--- src/rtl/sramlike_axi_bridge.sv ---
// Sram-like data-port responder: each accepted cache request becomes one
// single-beat AXI3 read or write; one transaction outstanding at a time.
module sramlike_axi_bridge #(
   parameter int unsigned ID_WIDTH = 4,
   parameter int unsigned AXI_ID   = 0
) (
   input  logic                clk,
   input  logic                rst,
   input  logic                data_req,
   input  logic                data_wr,
   input  logic [1:0]          data_size,
   input  logic [31:0]         data_addr,
   input  logic [31:0]         data_wdata,
   output logic [31:0]         data_rdata,
   output logic                data_addr_ok,
   output logic                data_data_ok,
   output logic [ID_WIDTH-1:0] arid,
   output logic [31:0]         araddr,
   output logic [3:0]          arlen,
   output logic [2:0]          arsize,
   output logic [1:0]          arburst,
   output logic                arvalid,
   input  logic                arready,
   input  logic [31:0]         rdata,
   input  logic [1:0]          rresp,
   input  logic                rlast,
   input  logic                rvalid,
   output logic                rready,
   output logic [ID_WIDTH-1:0] awid,
   output logic [31:0]         awaddr,
   output logic [3:0]          awlen,
   output logic [2:0]          awsize,
   output logic [1:0]          awburst,
   output logic                awvalid,
   input  logic                awready,
   output logic [ID_WIDTH-1:0] wid,
   output logic [31:0]         wdata,
   output logic [3:0]          wstrb,
   output logic                wlast,
   output logic                wvalid,
   input  logic                wready,
   input  logic [1:0]          bresp,
   input  logic                bvalid,
   output logic                bready
);

   typedef enum logic [2:0] {S_IDLE, S_AR, S_R, S_AW_W, S_B} state_t;

   state_t      state, state_n;
   logic        wr_q;
   logic [1:0]  size_q;
   logic [31:0] addr_q;
   logic [31:0] wdata_q;
   logic        aw_done, aw_done_n;
   logic        w_done, w_done_n;

   // Responses are always treated as OKAY and every burst is one beat.
   logic unused_resp;
   assign unused_resp = ^{rresp, bresp, rlast};

   always_ff @(posedge clk) begin
      if (rst) begin
         state   <= S_IDLE;
         wr_q    <= 1'b0;
         size_q  <= '0;
         addr_q  <= '0;
         wdata_q <= '0;
         aw_done <= 1'b0;
         w_done  <= 1'b0;
      end else begin
         state   <= state_n;
         aw_done <= aw_done_n;
         w_done  <= w_done_n;
         if (state == S_IDLE && data_req) begin
            wr_q    <= data_wr;
            size_q  <= (data_size == 2'b11) ? 2'b10 : data_size;
            addr_q  <= data_addr;
            wdata_q <= data_wdata;
         end
      end
   end

   always_comb begin
      state_n   = state;
      aw_done_n = aw_done;
      w_done_n  = w_done;
      case (state)
         S_IDLE: begin
            aw_done_n = 1'b0;
            w_done_n  = 1'b0;
            if (data_req) state_n = data_wr ? S_AW_W : S_AR;
         end
         S_AR:   if (arready) state_n = S_R;
         S_R:    if (rvalid)  state_n = S_IDLE;
         S_AW_W: begin
            // Address and data channels handshake independently, in either order.
            if (awvalid && awready) aw_done_n = 1'b1;
            if (wvalid && wready)   w_done_n  = 1'b1;
            if (aw_done_n && w_done_n) state_n = S_B;
         end
         S_B:    if (bvalid)  state_n = S_IDLE;
         default: state_n = S_IDLE;
      endcase
   end

   always_comb begin
      case (size_q)
         2'b00:   wstrb = 4'b0001 << addr_q[1:0];
         2'b01:   wstrb = addr_q[1] ? 4'b1100 : 4'b0011;
         default: wstrb = 4'b1111;
      endcase
   end

   assign data_addr_ok = (state == S_IDLE) && data_req;
   assign data_data_ok = ((state == S_R) && rvalid) || ((state == S_B) && bvalid);
   assign data_rdata   = ((state == S_R) && rvalid) ? rdata : '0;

   assign arid    = ID_WIDTH'(AXI_ID);
   assign araddr  = addr_q;
   assign arlen   = '0;
   assign arsize  = {1'b0, size_q};
   assign arburst = 2'b01;
   assign arvalid = (state == S_AR);
   assign rready  = (state == S_R);

   assign awid    = ID_WIDTH'(AXI_ID);
   assign awaddr  = addr_q;
   assign awlen   = '0;
   assign awsize  = {1'b0, size_q};
   assign awburst = 2'b01;
   assign awvalid = (state == S_AW_W) && !aw_done;

   assign wid     = ID_WIDTH'(AXI_ID);
   assign wdata   = wdata_q;
   assign wlast   = 1'b1;
   assign wvalid  = (state == S_AW_W) && !w_done;
   assign bready  = (state == S_B);

endmodule
--- config.mk ---
export PLATFORM = sky130hd
export DESIGN_NAME = sramlike_axi_bridge
export DESIGN_NICKNAME = d
export VERILOG_FILES = /design/src/rtl/sramlike_axi_bridge.sv
export SDC_FILE = /design/constraint.sdc
export NUM_CORES = 1
export LEC_CHECK = 0
export BUFFER_PORTS_ARGS = -buffer_cell sky130_fd_sc_hd__clkbuf_2
export CAP_MARGIN = 10
export CORE_AREA = 2 2 110 112
export DETAILED_ROUTE_END_ITERATION = 6
export DIE_AREA = 0 0 112 114
export GPL_TIMING_DRIVEN = 0
export SLEW_MARGIN = 10
export SYNTH_ARGS = -nofsm -noshare
export SYNTH_HDL_FRONTEND = slang
export SYNTH_SLANG_ARGS = --single-unit
--- constraint.sdc ---
create_clock -name clk -period 3.9 [get_ports clk]
set_clock_uncertainty 0.15 [all_clocks]
set_input_delay 0.975 -clock clk [delete_from_list [all_inputs] [get_ports clk]]
set_output_delay 0.975 -clock clk [all_outputs]
set_load 0.005 [all_outputs]
Yosys cells after proc, flatten, opt, wreduce, memory -nomap -nowiden. Cells that the tools add are included.

Memory bits (read-only): 0. Memory bits (writable): 0. Memories: 0. Flip-flop bits (word level): 71. Bits in latches: 0.

$lt $le $gt $ge: 0. Add/subtract/negate cells: 0. Reductions and logical operators: 15. Multiplexer cells: 17. Div/mod/pow operators: 0. Bitwise operators: 0. Shifts and indexed selects: 1. Equality and inequality tests: 11. Multiply operators: 0.

Operators by type and width (count): two-way mux 32 bit (1); two-way mux 3 bit (5); case mux 3 bit (5 select lines) (1); logical AND 1 bit (8); inequality test 2 bit (second input constant) (4); case mux 4 bit (2 select lines) (1); equality test 3 x 2 -> 1 bit (second input constant) (2); AND reduction 5 bit (1); two-way mux 1 bit (4); two-way mux 2 bit (2); two-way mux 4 bit (1); case mux 1 bit (2 select lines) (2); left shift 1 x 2 -> 4 bit (first input constant) (1); equality test 3 x 1 -> 1 bit (second input constant) (1); equality test 3 bit (second input constant) (1); zero test 3 bit (1); equality test 2 x 1 -> 1 bit (second input constant) (1); equality test 2 bit (second input constant) (1); zero test 1 bit (2); zero test 2 bit (1); inequality test 2 x 1 -> 1 bit (second input constant) (1); nonzero test 2 bit (1); logical OR 1 bit (1).

Longest topological paths before layout. Gate-level depths: netlist of the first run.

Word-level depth: 8. Mapped depth: 8. Gate-level depth less buffers: 5.

Worst setup path after synthesis of the first run. No wires, ideal clock.

Kind: in2out. From: input data_req. To: output data_addr_ok. Data arrival time: 1363 ps. Data required time: 2775 ps. Stages on the path: 3. Setup slack: 1412 ps. Cell sequence: nand3b_1 > inv_2 > buf_2.

Longest elaborated chain between the ends: 1.

RTL lines: start: declaration (RTL line 9) `input logic data_req,`; logical AND 1 bit (RTL line 114) `assign data_addr_ok = (state == S_IDLE) && data_req;`; end: declaration (RTL line 15) `output logic data_addr_ok,`.

No other way between the ends.

Worst setup path in the final report of the first run.
From: register state[1]. To: output data_rdata[12].

Longest elaborated chain between the ends: 3.

RTL lines: start: declaration (RTL line 49) `state_t state, state_n;`; start signal: assignment (RTL line 71) `state <= state_n;`; equality test 3 x 2 -> 1 bit (RTL line 116) `assign data_rdata = ((state == S_R) && rvalid) ? rdata : '0;`; logical AND 1 bit (RTL line 116); two-way mux 32 bit (RTL line 116); end: declaration (RTL line 14) `output logic [31:0] data_rdata,`.

No other way between the ends.

==> results of run 1 <==
==> sequential cells by signal (all words and copies together) (netlist names) <==
signal / flops
aw_done: 1
w_done: 1
size_q: 2
araddr: 32
state: 3
wdata: 32
==> area by class of cell <==
type / count / share of cell area, %
repair buffers: 248 / 24.1
inverters: 2 / 0.146
flip-flops and latches: 71 / 27.6
clock inverters: 3 / 0.340
multi-input cells: 299 / 27.3
clock buffers: 12 / 5.18
well taps: 147 / 3.57
plain buffers: 92 / 11.7
==> Yosys cell counts, types with 2 or more instances <==
| cell | n | area share (%) |
|---|---|---|
| a211oi_1 | 2 | 0.45 |
| a21o_1 | 6 | 1.3 |
| buf_4 | 66 | 15 |
| conb_1 | 2 | 0.22 |
| nor2_1 | 5 | 0.56 |
| nand2_1 | 134 | 15 |
| dfxtp_1 | 71 | 43 |
| o21ai_0 | 4 | 0.60 |
| buf_2 | 9 | 1.3 |
| nand3b_1 | 2 | 0.45 |
| o21bai_1 | 2 | 0.45 |
| clkbuf_1 | 16 | 1.8 |
| and3_1 | 32 | 6.0 |
| a21oi_1 | 70 | 10 |
| nor4b_1 | 2 | 0.52 |
| nor2b_1 | 2 | 0.37 |
==> kinds of logic (layout without fill, tap and decap cells) <==
family / Yosys count / in the layout / synth area share (%)
AO/OA/AOI/OAI: 88 / 88 / 14.2
buffers and inverters: 94 / 357 / 18.3
flip-flops: 71 / 71 / 42.5
multiplexers: 1 / 1 / 0.300
other: 2 / 27 / 0.225
AND/OR/NAND/NOR: 183 / 183 / 24.4
==> stage by stage <==
step / util (%) / cell area, sq um
after floorplan: - / 3440
after global placement: 41.5 / 4860
after detailed placement: 41.5 / 4860
after CTS: 43.9 / 5140
after global routing: 43.9 / 5140
final: 43.9 / 5140
==> routing by layer <==
layer	global-route usage, %	share of wire (%)
met1	20.3	44
met3	5.21	7.4
met5	0	0
met2	25.8	48
met4	3.41	0.73
==> critical path, stage by stage (launching register included) <==
cell and delay [ns]:
dfxtp_1 0.34, buf_4 0.17, nor3b_2 0.37, clkbuf_1 0.34
and3_1 0.24, clkbuf_2 0.12
==> power by group <==
part           internal [W]  leakage [nW]  total, W  switching, W
Sequential         0.000786         0.582  0.000828     0.0000420
Clock              0.000476         0.140  0.000771      0.000295
Combinational      0.000233          2.16  0.000468      0.000235
Total               0.00149          2.88   0.00207      0.000571
==> worst paths after layout <==
check	to	slack, ns	depth (start not counted)
worst max register to register	araddr[25]	1.92	8
worst min register to register	wdata[19]	0.30	2
worst min-delay path	wdata[19]	0.30	2
worst max-delay path	data_rdata[12]	0.87	5
==> run_results.csv, run 1 <==
group,metric,value,unit
run_status,status,"complete, no violations",
power,finalPower,0.00207,W
clock_tree,clkSinkCount,71,
synth,yosysWarnings,0,
floorplan,ioPinCount,282,
clock_tree,cts_tree,"built",
route,dr.pass1.iters,5,
clock_tree,clock_latency,0.32,ns
timing,fin_setup_tns,0,ns
worst_setup_path,required,2.77,ns
place,pre_cts_slack,0.858,ns
synth,synth_seq_area_share,42.5,%
clock_tree,post_cts_buffers,0,
timing,setup_ws,0.868,ns
place,placedCellCount,859,
final_layout,drive_gt1_share,46.8,%
clock_tree,htreeDepth,3,
route,vias_per_cell,4.27,
worst_setup_path,start_kind,"flip-flop",
route,dr.first_iter.drc_count,104,
worst_setup_path,endpoint_kind,"output port",
place,portBuffers,248,
floorplan,die_area,0.0128,sq mm
worst_setup_path,cp.arrival,1.91,ns
floorplan,core_area,0.0117,sq mm
min_path,min_path_type,"reg2reg",
synth,async_flop_share,0,%
final_layout,mostFrequentLayoutCell,"clkbuf_2",
timing,hold_violations,0,
power,power.density,402,mW/mm^2
synth,synth_cell_types,30,
synth,synth_seq_cells,71,
global_routing,grt_pass1_wl,16300,um
power,leakagePower,2.88,nW
global_routing,gr-total-overflow,0,
place,dp_hpwl,8630,um
power,max-vdd-ir-drop,0.209,mV
final_layout,diodes,0,
place,place.gp.congestion,0.794,
floorplan,start_util,28.5,%
timing,fmax,0.330,GHz
worst_setup_path,crit_fanout,10,
worst_setup_path,r2r_start,"state[2]",
global_routing,grt_max_degree,12,
final_layout,multi_input_area,0.00140,sq mm
final_layout,mostFrequentLayoutCells,"248 x clkbuf_2, 134 x nand2_1, 71 x dfxtp_1",
synth,synth_area,0.00334,sq mm
clock_tree,ctsResizeCount,0,
global_routing,antenna_found_initial,0,
route,dr_total_vias,3732,
synth,synth_edf_count,0,
clock_tree,post_cts_hold_buffer_count,0,
timing,grt_setup_unrepaired,"no",
clock_tree,clockBufferDepth,2,
timing,worstMarginPinSlew,0.519,ns
clock_tree,clk_pin_slew,0.05,ns
final_layout,fillers,1214,
worst_setup_path,worst-setup-path-type,"reg2out",
final_layout,synthToLayoutAreaGrowth,53.9,%
final_layout,finalNonFillerCells,874,
timing,setup_viol,0,
synth,synth_ff_type,"dfxtp_1",
clock_tree,cts_buffers,9,
route,post_drt_wl_per_cell,12.3,um
timing,max-slew-margin-rel,65.4,%
timing,period_minus_slack,3.03,ns
timing,worst_hold_slack,0.303,ns
floorplan,chipHeight,114,um
global_routing,grt_pass1_vias,3306,
synth,syn_inst,439,
global_routing,grt_usage,15.7,%
synth,syn_area_per_cell,7.61,sq um
job,cap_violations,0,
final_layout,seq_area,0.00142,sq mm
worst_setup_path,worstSetupStartpoint,"state[1]",
final_layout,num-nets-final,835,
route,drcViolationCount,0,
clock_tree,root_buffer,"clkbuf_16",
min_path,hp-start,"wdata[19]",
floorplan,die_w,112,um
floorplan,row_count,40,
timing,final_max_slew_viol_count,0,
route,drt-total-wl,10800,um
timing,finalCritPeriodShare,77.7,%
route,final_antenna_net_count,0,
Power figures use the tool's default switching activity.
==> inputs of run 2 (changes only) <==
--- a/config.mk
+++ b/config.mk
@@ -11,6 +11,7 @@
 export DETAILED_ROUTE_END_ITERATION = 6
 export DIE_AREA = 0 0 112 114
 export GPL_TIMING_DRIVEN = 0
+export PLACE_DENSITY = 0.66
 export SLEW_MARGIN = 10
 export SYNTH_ARGS = -nofsm -noshare
 export SYNTH_HDL_FRONTEND = slang
==> constraint.sdc (replaced) <==
create_clock -name clk -period 2.6 [get_ports clk]
set_clock_uncertainty 0.15 [all_clocks]
set_input_delay 0.65 -clock clk [delete_from_list [all_inputs] [get_ports clk]]
set_output_delay 0.65 -clock clk [all_outputs]
set_load 0.005 [all_outputs]
==> run 2 against run 1 <==
Compared with the run above: setup slack got worse by 0.76 ns; sequential power increased by 50%; sequential share of layout area decreased by 0.11 points; flip-flop and latch count unchanged; first-iteration DRC count increased by 21%; utilization increased by 0.18 points; non-clock buffer count increased by 1; combinational power increased by 53%; die area unchanged; hold slack got worse by 0.0012 ns; wire length increased by 0.27%; design area increased by 0.41%; largest power group unchanged.
==> run_results.csv, run 2 (synthesis gave the netlist of run 1 again) <==
group,metric,value,unit
run_status,status,"complete, no violations",
clock_tree,post_cts_hold_buffer_count,0,
global_routing,antenna_found_initial,0,
route,vias_per_cell,4.26,
route,drt-total-wl,10800,um
floorplan,die_area,0.0128,sq mm
worst_setup_path,cpLargestDelayFamily,"buffers and inverters",
floorplan,die_w,112,um
place,dp_hpwl,8430,um
worst_setup_path,path_cells,"buf_4 -> nor3b_4 -> clkbuf_2 -> and3_1 -> clkbuf_2",
timing,fmax,0.402,GHz
final_layout,num-nets-final,836,
final_layout,mostFrequentLayoutCells,"250 x clkbuf_2, 134 x nand2_1, 71 x dfxtp_1",
worst_setup_path,worstSetupStartpoint,"state[1]",
route,dr.pass1.iters,4,
timing,grt_setup_unrepaired,"no",
power,max-vdd-ir-drop,0.366,mV
worst_setup_path,worst-setup-path-type,"reg2out",
clock_tree,cts_buffers,9,
timing,setup_viol,0,
floorplan,ioPinCount,282,
global_routing,grt_max_degree,12,
clock_tree,clk_pin_slew,0.05,ns
route,top_layer,"met4",
route,dr_total_vias,3724,
clock_tree,root_buffer,"clkbuf_16",
final_layout,synthToLayoutAreaGrowth,54.6,%
place,portBuffers,248,
global_routing,grt_pass1_vias,3293,
clock_tree,cts_tree,"built",
route,post_drt_wl_per_cell,12.4,um
final_layout,fillers,1287,
min_path,hp-start,"wdata[22]",
job,cap_violations,0,
worst_setup_path,crit_top_cell,"clkbuf_2",
worst_setup_path,slowest_delay,0.35,ns
timing,worstMarginPinSlew,0.601,ns
worst_setup_path,endpoint_kind,"output port",
floorplan,core_area,0.0117,sq mm
route,drt-met1-wl,4790,um
timing,worst_hold_slack,0.302,ns
timing,fin_setup_tns,0,ns
timing,max-slew-margin-rel,59.9,%
worst_setup_path,cp_num_buf_inv,3,
clock_tree,clock_latency,0.33,ns
final_layout,final_util,44.1,%
timing,setup_ws,0.112,ns
power,leakagePower,2.89,nW
route,route.met3.wl,765,um
timing,final_max_slew_viol_count,0,
worst_setup_path,required,1.80,ns
route,dr.first_iter.drc_count,126,
floorplan,start_util,28.5,%
floorplan,chipHeight,114,um
clock_tree,clkSinkCount,71,
final_layout,diodes,0,
worst_setup_path,ff2ff_setup_slack,0.52,ns
route,drcViolationCount,0,
clock_tree,htreeDepth,3,
clock_tree,clockBufferDepth,2,
route,final_antenna_net_count,0,
place,pre_cts_slack,0.188,ns
timing,finalCritPeriodShare,95.7,%
worst_setup_path,cp.arrival,1.69,ns
global_routing,grt_pass1_wl,16200,um
timing,period_minus_slack,2.49,ns
floorplan,row_count,40,
power,power.density,607,mW/mm^2
worst_setup_path,slowest_stage,"dfxtp_1",
worst_setup_path,start_kind,"flip-flop",
final_layout,drive_gt1_share,47.0,%
worst_setup_path,crit_fanout,10,
final_layout,mostFrequentLayoutCell,"clkbuf_2",
global_routing,gr-total-overflow,0,
worst_setup_path,r2r_start,"state[2]",
route,wl_met2,5160,um
global_routing,grt_usage,16.0,%
timing,hold_violations,0,
place,place.gp.congestion,0.747,
min_path,min_path_type,"reg2reg",
[run 2: cell types whose count changed in the layout (fill, tap and decap cells not counted)]
cell       delta
nor3b_2       -1
clkbuf_1      -1
clkbuf_2      +2
inv_2         -1
bufinv_16     +1
nor3b_4       +1
buf_2         -1
buf_4         +3
inv_4         +1
clkbuf_8      -3
[run 2: timing repair]
item | CTS | global route
gates resized for setup | 2 | 8
endpoints found under the setup margin | 30 | 25
pin swaps | 1 | 0
setup buffers | 1 | 1
[run 2: through the flow]
| stage | cell area [sq um] | std cells | power (W) |
|---|---|---|---|
| global route | 5170 | 875 | 0.00331 |
| detailed placement | 4860 | 859 | 0.00197 |
| global placement | 4860 | 859 | 0.00197 |
| finish | 5170 | 875 | 0.00313 |
| CTS | 5160 | 875 | 0.00318 |
| floorplan | 3440 | 464 | 0.00164 |
[run 2: worst reg2reg max path, delay by kind of cell (launching register included)]
| family | cells | cell delay [ns] |
|---|---|---|
| AND/OR/NAND/NOR | 3 | 0.43 |
| flip-flops | 1 | 0.33 |
| buffers and inverters | 4 | 0.96 |
| AO/OA/AOI/OAI | 1 | 0.14 |
[run 2: area by class of cell]
cell class	count	area (sq um)	share of cell area, %
buffer	91	606	11.7
clock buffer	11	233	4.50
clock inverter	4	47.5	0.920
inverter	2	10.0	0.194
multi-input combinational	299	1410	27.3
sequential	71	1420	27.5
tap	147	184	3.56
timing repair buffer	250	1260	24.3
[run 2: routing by layer]
layer	up-vias	GRT usage, %
met4	0	4.63
met5	-	0
met2	139	26.5
met1	1659	20.5
met3	8	4.62
li1	1918	-
[run 2: power breakdown]
part	leakage (nW)	switching [W]	internal, W
clock	0.135	0.000448	0.000734
sequential	0.582	0.0000608	0.00118
combinational	2.17	0.000357	0.000357
total	2.89	0.000865	0.00227
[run 2: final timing paths]
path                    end  cells after the start
min               wdata[22]                      2
max          data_rdata[22]                      5
min reg2reg       wdata[22]                      2
max reg2reg      araddr[28]                      8
==> inputs of run 3 (changes only) <==
--- a/config.mk
+++ b/config.mk
@@ -5,13 +5,15 @@
 export SDC_FILE = /design/constraint.sdc
 export NUM_CORES = 1
 export LEC_CHECK = 0
+export ABC_AREA = 1
 export BUFFER_PORTS_ARGS = -buffer_cell sky130_fd_sc_hd__clkbuf_2
 export CAP_MARGIN = 10
-export CORE_AREA = 2 2 110 112
+export CORE_AREA = 2 2 109 111
+export CTS_CLUSTER_SIZE = 28
 export DETAILED_ROUTE_END_ITERATION = 6
-export DIE_AREA = 0 0 112 114
+export DIE_AREA = 0 0 111 113
 export GPL_TIMING_DRIVEN = 0
-export PLACE_DENSITY = 0.66
+export PLACE_DENSITY = 0.68
 export SLEW_MARGIN = 10
 export SYNTH_ARGS = -nofsm -noshare
 export SYNTH_HDL_FRONTEND = slang
==> constraint.sdc (replaced) <==
create_clock -name clk -period 2 [get_ports clk]
set_clock_uncertainty 0.15 [all_clocks]
set_input_delay 0.5 -clock clk [delete_from_list [all_inputs] [get_ports clk]]
set_output_delay 0.5 -clock clk [all_outputs]
set_load 0.005 [all_outputs]
==> run 3 against run 2 <==
Compared with the run above: critical path type unchanged; highest routed layer unchanged; sequential share of layout area decreased by 1.9 points; the run now ends with setup timing left; global-route usage increased by 1.2 points; clock power increased by 38%; register-to-register slack got worse by 0.36 ns.
==> run_results.csv, run 3 <==
group,metric,value,unit
run_status,status,"finished with violations",
run_status,violations,"setup timing",
place,place.gp.congestion,0.875,
timing,period_minus_slack,2.21,ns
floorplan,row_count,39,
final_layout,synthToLayoutAreaGrowth,61.3,%
route,post_drt_wl_per_cell,12.2,um
synth,synth_cell_types,23,
timing,grt_setup_unrepaired,"yes",
timing,fmax,0.453,GHz
synth,yosysWarnings,0,
final_layout,drive_gt1_share,51.9,%
clock_tree,clkSinkCount,71,
worst_setup_path,ff2ff_setup_slack,0.16,ns
final_layout,diodes,0,
route,dr.pass1.iters,4,
synth,synth_top_area_share,41.1,%
timing,final_max_slew_viol_count,0,
route,dr.first_iter.drc_count,180,
worst_setup_path,rr_worst_depth,8,
place,dp_hpwl,8970,um
min_path,min_path_type,"in2reg",
clock_tree,cts_tree,"built",
route,drcViolationCount,0,
final_layout,mostFrequentLayoutCells,"220 x clkbuf_2, 128 x nand2_1, 73 x buf_4",
synth,synth_seq_area_share,41.1,%
floorplan,ioPinCount,282,
worst_setup_path,r2r_start,"state[2]",
global_routing,gr-total-overflow,0,
synth,yosysMostFrequentCell,"nand2_1",
floorplan,die_area,0.0125,sq mm
timing,max-slew-margin-rel,61.4,%
clock_tree,cts_buffers,9,
floorplan,die_w,111,um
power,power.density,1060,mW/mm^2
clock_tree,clk_pin_slew,0.06,ns
floorplan,core_area,0.0113,sq mm
worst_setup_path,worst-setup-path-type,"reg2out",
clock_tree,htreeDepth,3,
floorplan,start_util,30.7,%
worst_setup_path,required,1.35,ns
synth,synthTopCellsByArea,"dfxtp_1 41%, nand2_1 14%, buf_4 13%",
global_routing,grt_max_degree,18,
global_routing,grt_pass1_vias,3523,
clock_tree,clock_latency,0.32,ns
job,cap_violations,0,
power,leakagePower,3.07,nW
power,max-vdd-ir-drop,0.404,mV
timing,setup_ws,-0.210,ns
worst_setup_path,start_kind,"flip-flop",
synth,synth_top_cells_by_count,"129 x nand2_1, 71 x dfxtp_1, 62 x buf_4",
route,dr_total_vias,3867,
global_routing,grt_usage,17.2,%
place,portBuffers,248,
final_layout,mostFrequentLayoutCell,"clkbuf_2",
route,final_antenna_net_count,0,
min_path,hp-start,"data_wdata[17]",
clock_tree,clockBufferDepth,2,
min_path,hold_path_depth,3,
route,drt-total-wl,11300,um
synth,synth_seq_cells,71,
timing,finalCritPeriodShare,110,%
synth,yosysTopAreaCell,"dfxtp_1",
global_routing,antenna_found_initial,0,
floorplan,chipHeight,113,um
final_layout,num-nets-final,889,
timing,fin_setup_tns,-4.76,ns
synth,synth_edf_count,0,
worst_setup_path,r2r-end,"araddr[29]",
synth,synth_ff_type,"dfxtp_1",
worst_setup_path,crit_fanout,8,
power,finalPower,0.00589,W
timing,worst_hold_slack,0.245,ns
worst_setup_path,endpoint_kind,"output port",
timing,setup_viol,36,
timing,worstMarginPinSlew,0.579,ns
synth,syn_area_per_cell,7.21,sq um
route,vias_per_cell,4.18,
clock_tree,post_cts_hold_buffer_count,0,
synth,syn_inst,480,
synth,synth_area,0.00346,sq mm
worst_setup_path,cp.arrival,1.56,ns
synth,async_flop_share,0,%
clock_tree,root_buffer,"clkbuf_16",
global_routing,grt_pass1_wl,17200,um
final_layout,fillers,1152,
timing,hold_violations,0,
min_path,hold_end,"wdata[17]",
run 3: cell count changes after synthesis, moves of 5 or more:
| cell | previous run | this run |
|---|---|---|
| inv_1 | 1 | 46 |
| nor2_1 | 5 | 42 |
| buf_6 | 0 | 8 |
| nand2_1 | 134 | 129 |
| nand2_2 | 0 | 10 |
| a21oi_1 | 70 | 58 |
| a21oi_2 | 0 | 9 |
| and3_1 | 32 | 0 |
| clkbuf_1 | 16 | 11 |
| a21o_1 | 6 | 0 |
run 3: cells by family after synthesis:
group                  count (synthesis)  synth area share (%)
other                                  2                 0.217
DFF                                   71                  41.1
buffers and inverters                135                  23.5
AOI/OAI and AO/OA                     76                  12.0
and+or+nand+nor                      196                  23.2
run 3: worst max path at each step:
stage / startpoint / to / slack [ns] / cells past startpoint
finish: state[2] / data_rdata[26] / -0.21 / 6
CTS: state[1] / data_rdata[21] / -0.17 / 7
floorplan: state[1] / data_rdata[10] / 0.19 / 6
detailed placement: state[1] / data_rdata[29] / -0.17 / 7
global route: state[2] / data_rdata[26] / -0.29 / 6
global placement: state[1] / data_rdata[29] / -0.17 / 7
run 3: critical path: stages (launching register included):
cell	delay, ns
dfxtp_1	0.30
buf_6	0.13
nor3_4	0.22
nand2_4	0.15
clkbuf_16	0.20
nor2_1	0.10
buf_2	0.14
run 3: stage by stage:
stage / util, % / setup WS, ns / instance area, sq um / cells
2_1_floorplan: - / 0.192 / 3560 / 505
3_3_place_gp: 44.1 / -0.174 / 4980 / 896
3_5_place_dp: 44.1 / -0.172 / 4980 / 896
4_1_cts: 48.7 / -0.173 / 5480 / 920
5_1_grt: 49.5 / -0.286 / 5580 / 925
6_report: 49.5 / -0.210 / 5580 / 925
run 3: where the power goes:
| part | internal (W) | switching [W] | leakage, nW |
|---|---|---|---|
| Sequential | 0.00170 | 0.000215 | 0.583 |
| Combinational | 0.00115 | 0.00119 | 2.34 |
| Clock | 0.00101 | 0.000622 | 0.149 |
| Total | 0.00386 | 0.00203 | 3.07 |
run 3: metal layers:
layer | up-vias | GRT usage (%) | wire (um)
met4 | 0 | 6.83 | 329
met3 | 20 | 5.41 | 856
met2 | 166 | 32.1 | 5790
met1 | 1698 | 18.1 | 4300
li1 | 1983 | - | -
met5 | - | 0 | 0
run 3: what timing repair did:
item | 4_1_cts | 5_1_grt
gates resized for setup | 44 | 44
pin swaps | 5 | 4
endpoints found under the setup margin | 36 | 37
hold endpoints to repair | 0 | 0
cloned | 2 | 1
setup buffers | 9 | 5
run 3: cell type report:
| type | count | area, sq um | area share (%) |
|---|---|---|---|
| multi-input cells | 299 | 1450 | 25.9 |
| flip-flops and latches | 71 | 1430 | 25.6 |
| repair buffers | 264 | 1400 | 25.0 |
| plain buffers | 85 | 634 | 11.4 |
| clock buffers | 10 | 239 | 4.28 |
| inverters | 47 | 191 | 3.43 |
| well taps | 143 | 179 | 3.20 |
| clock inverters | 6 | 68.8 | 1.23 |
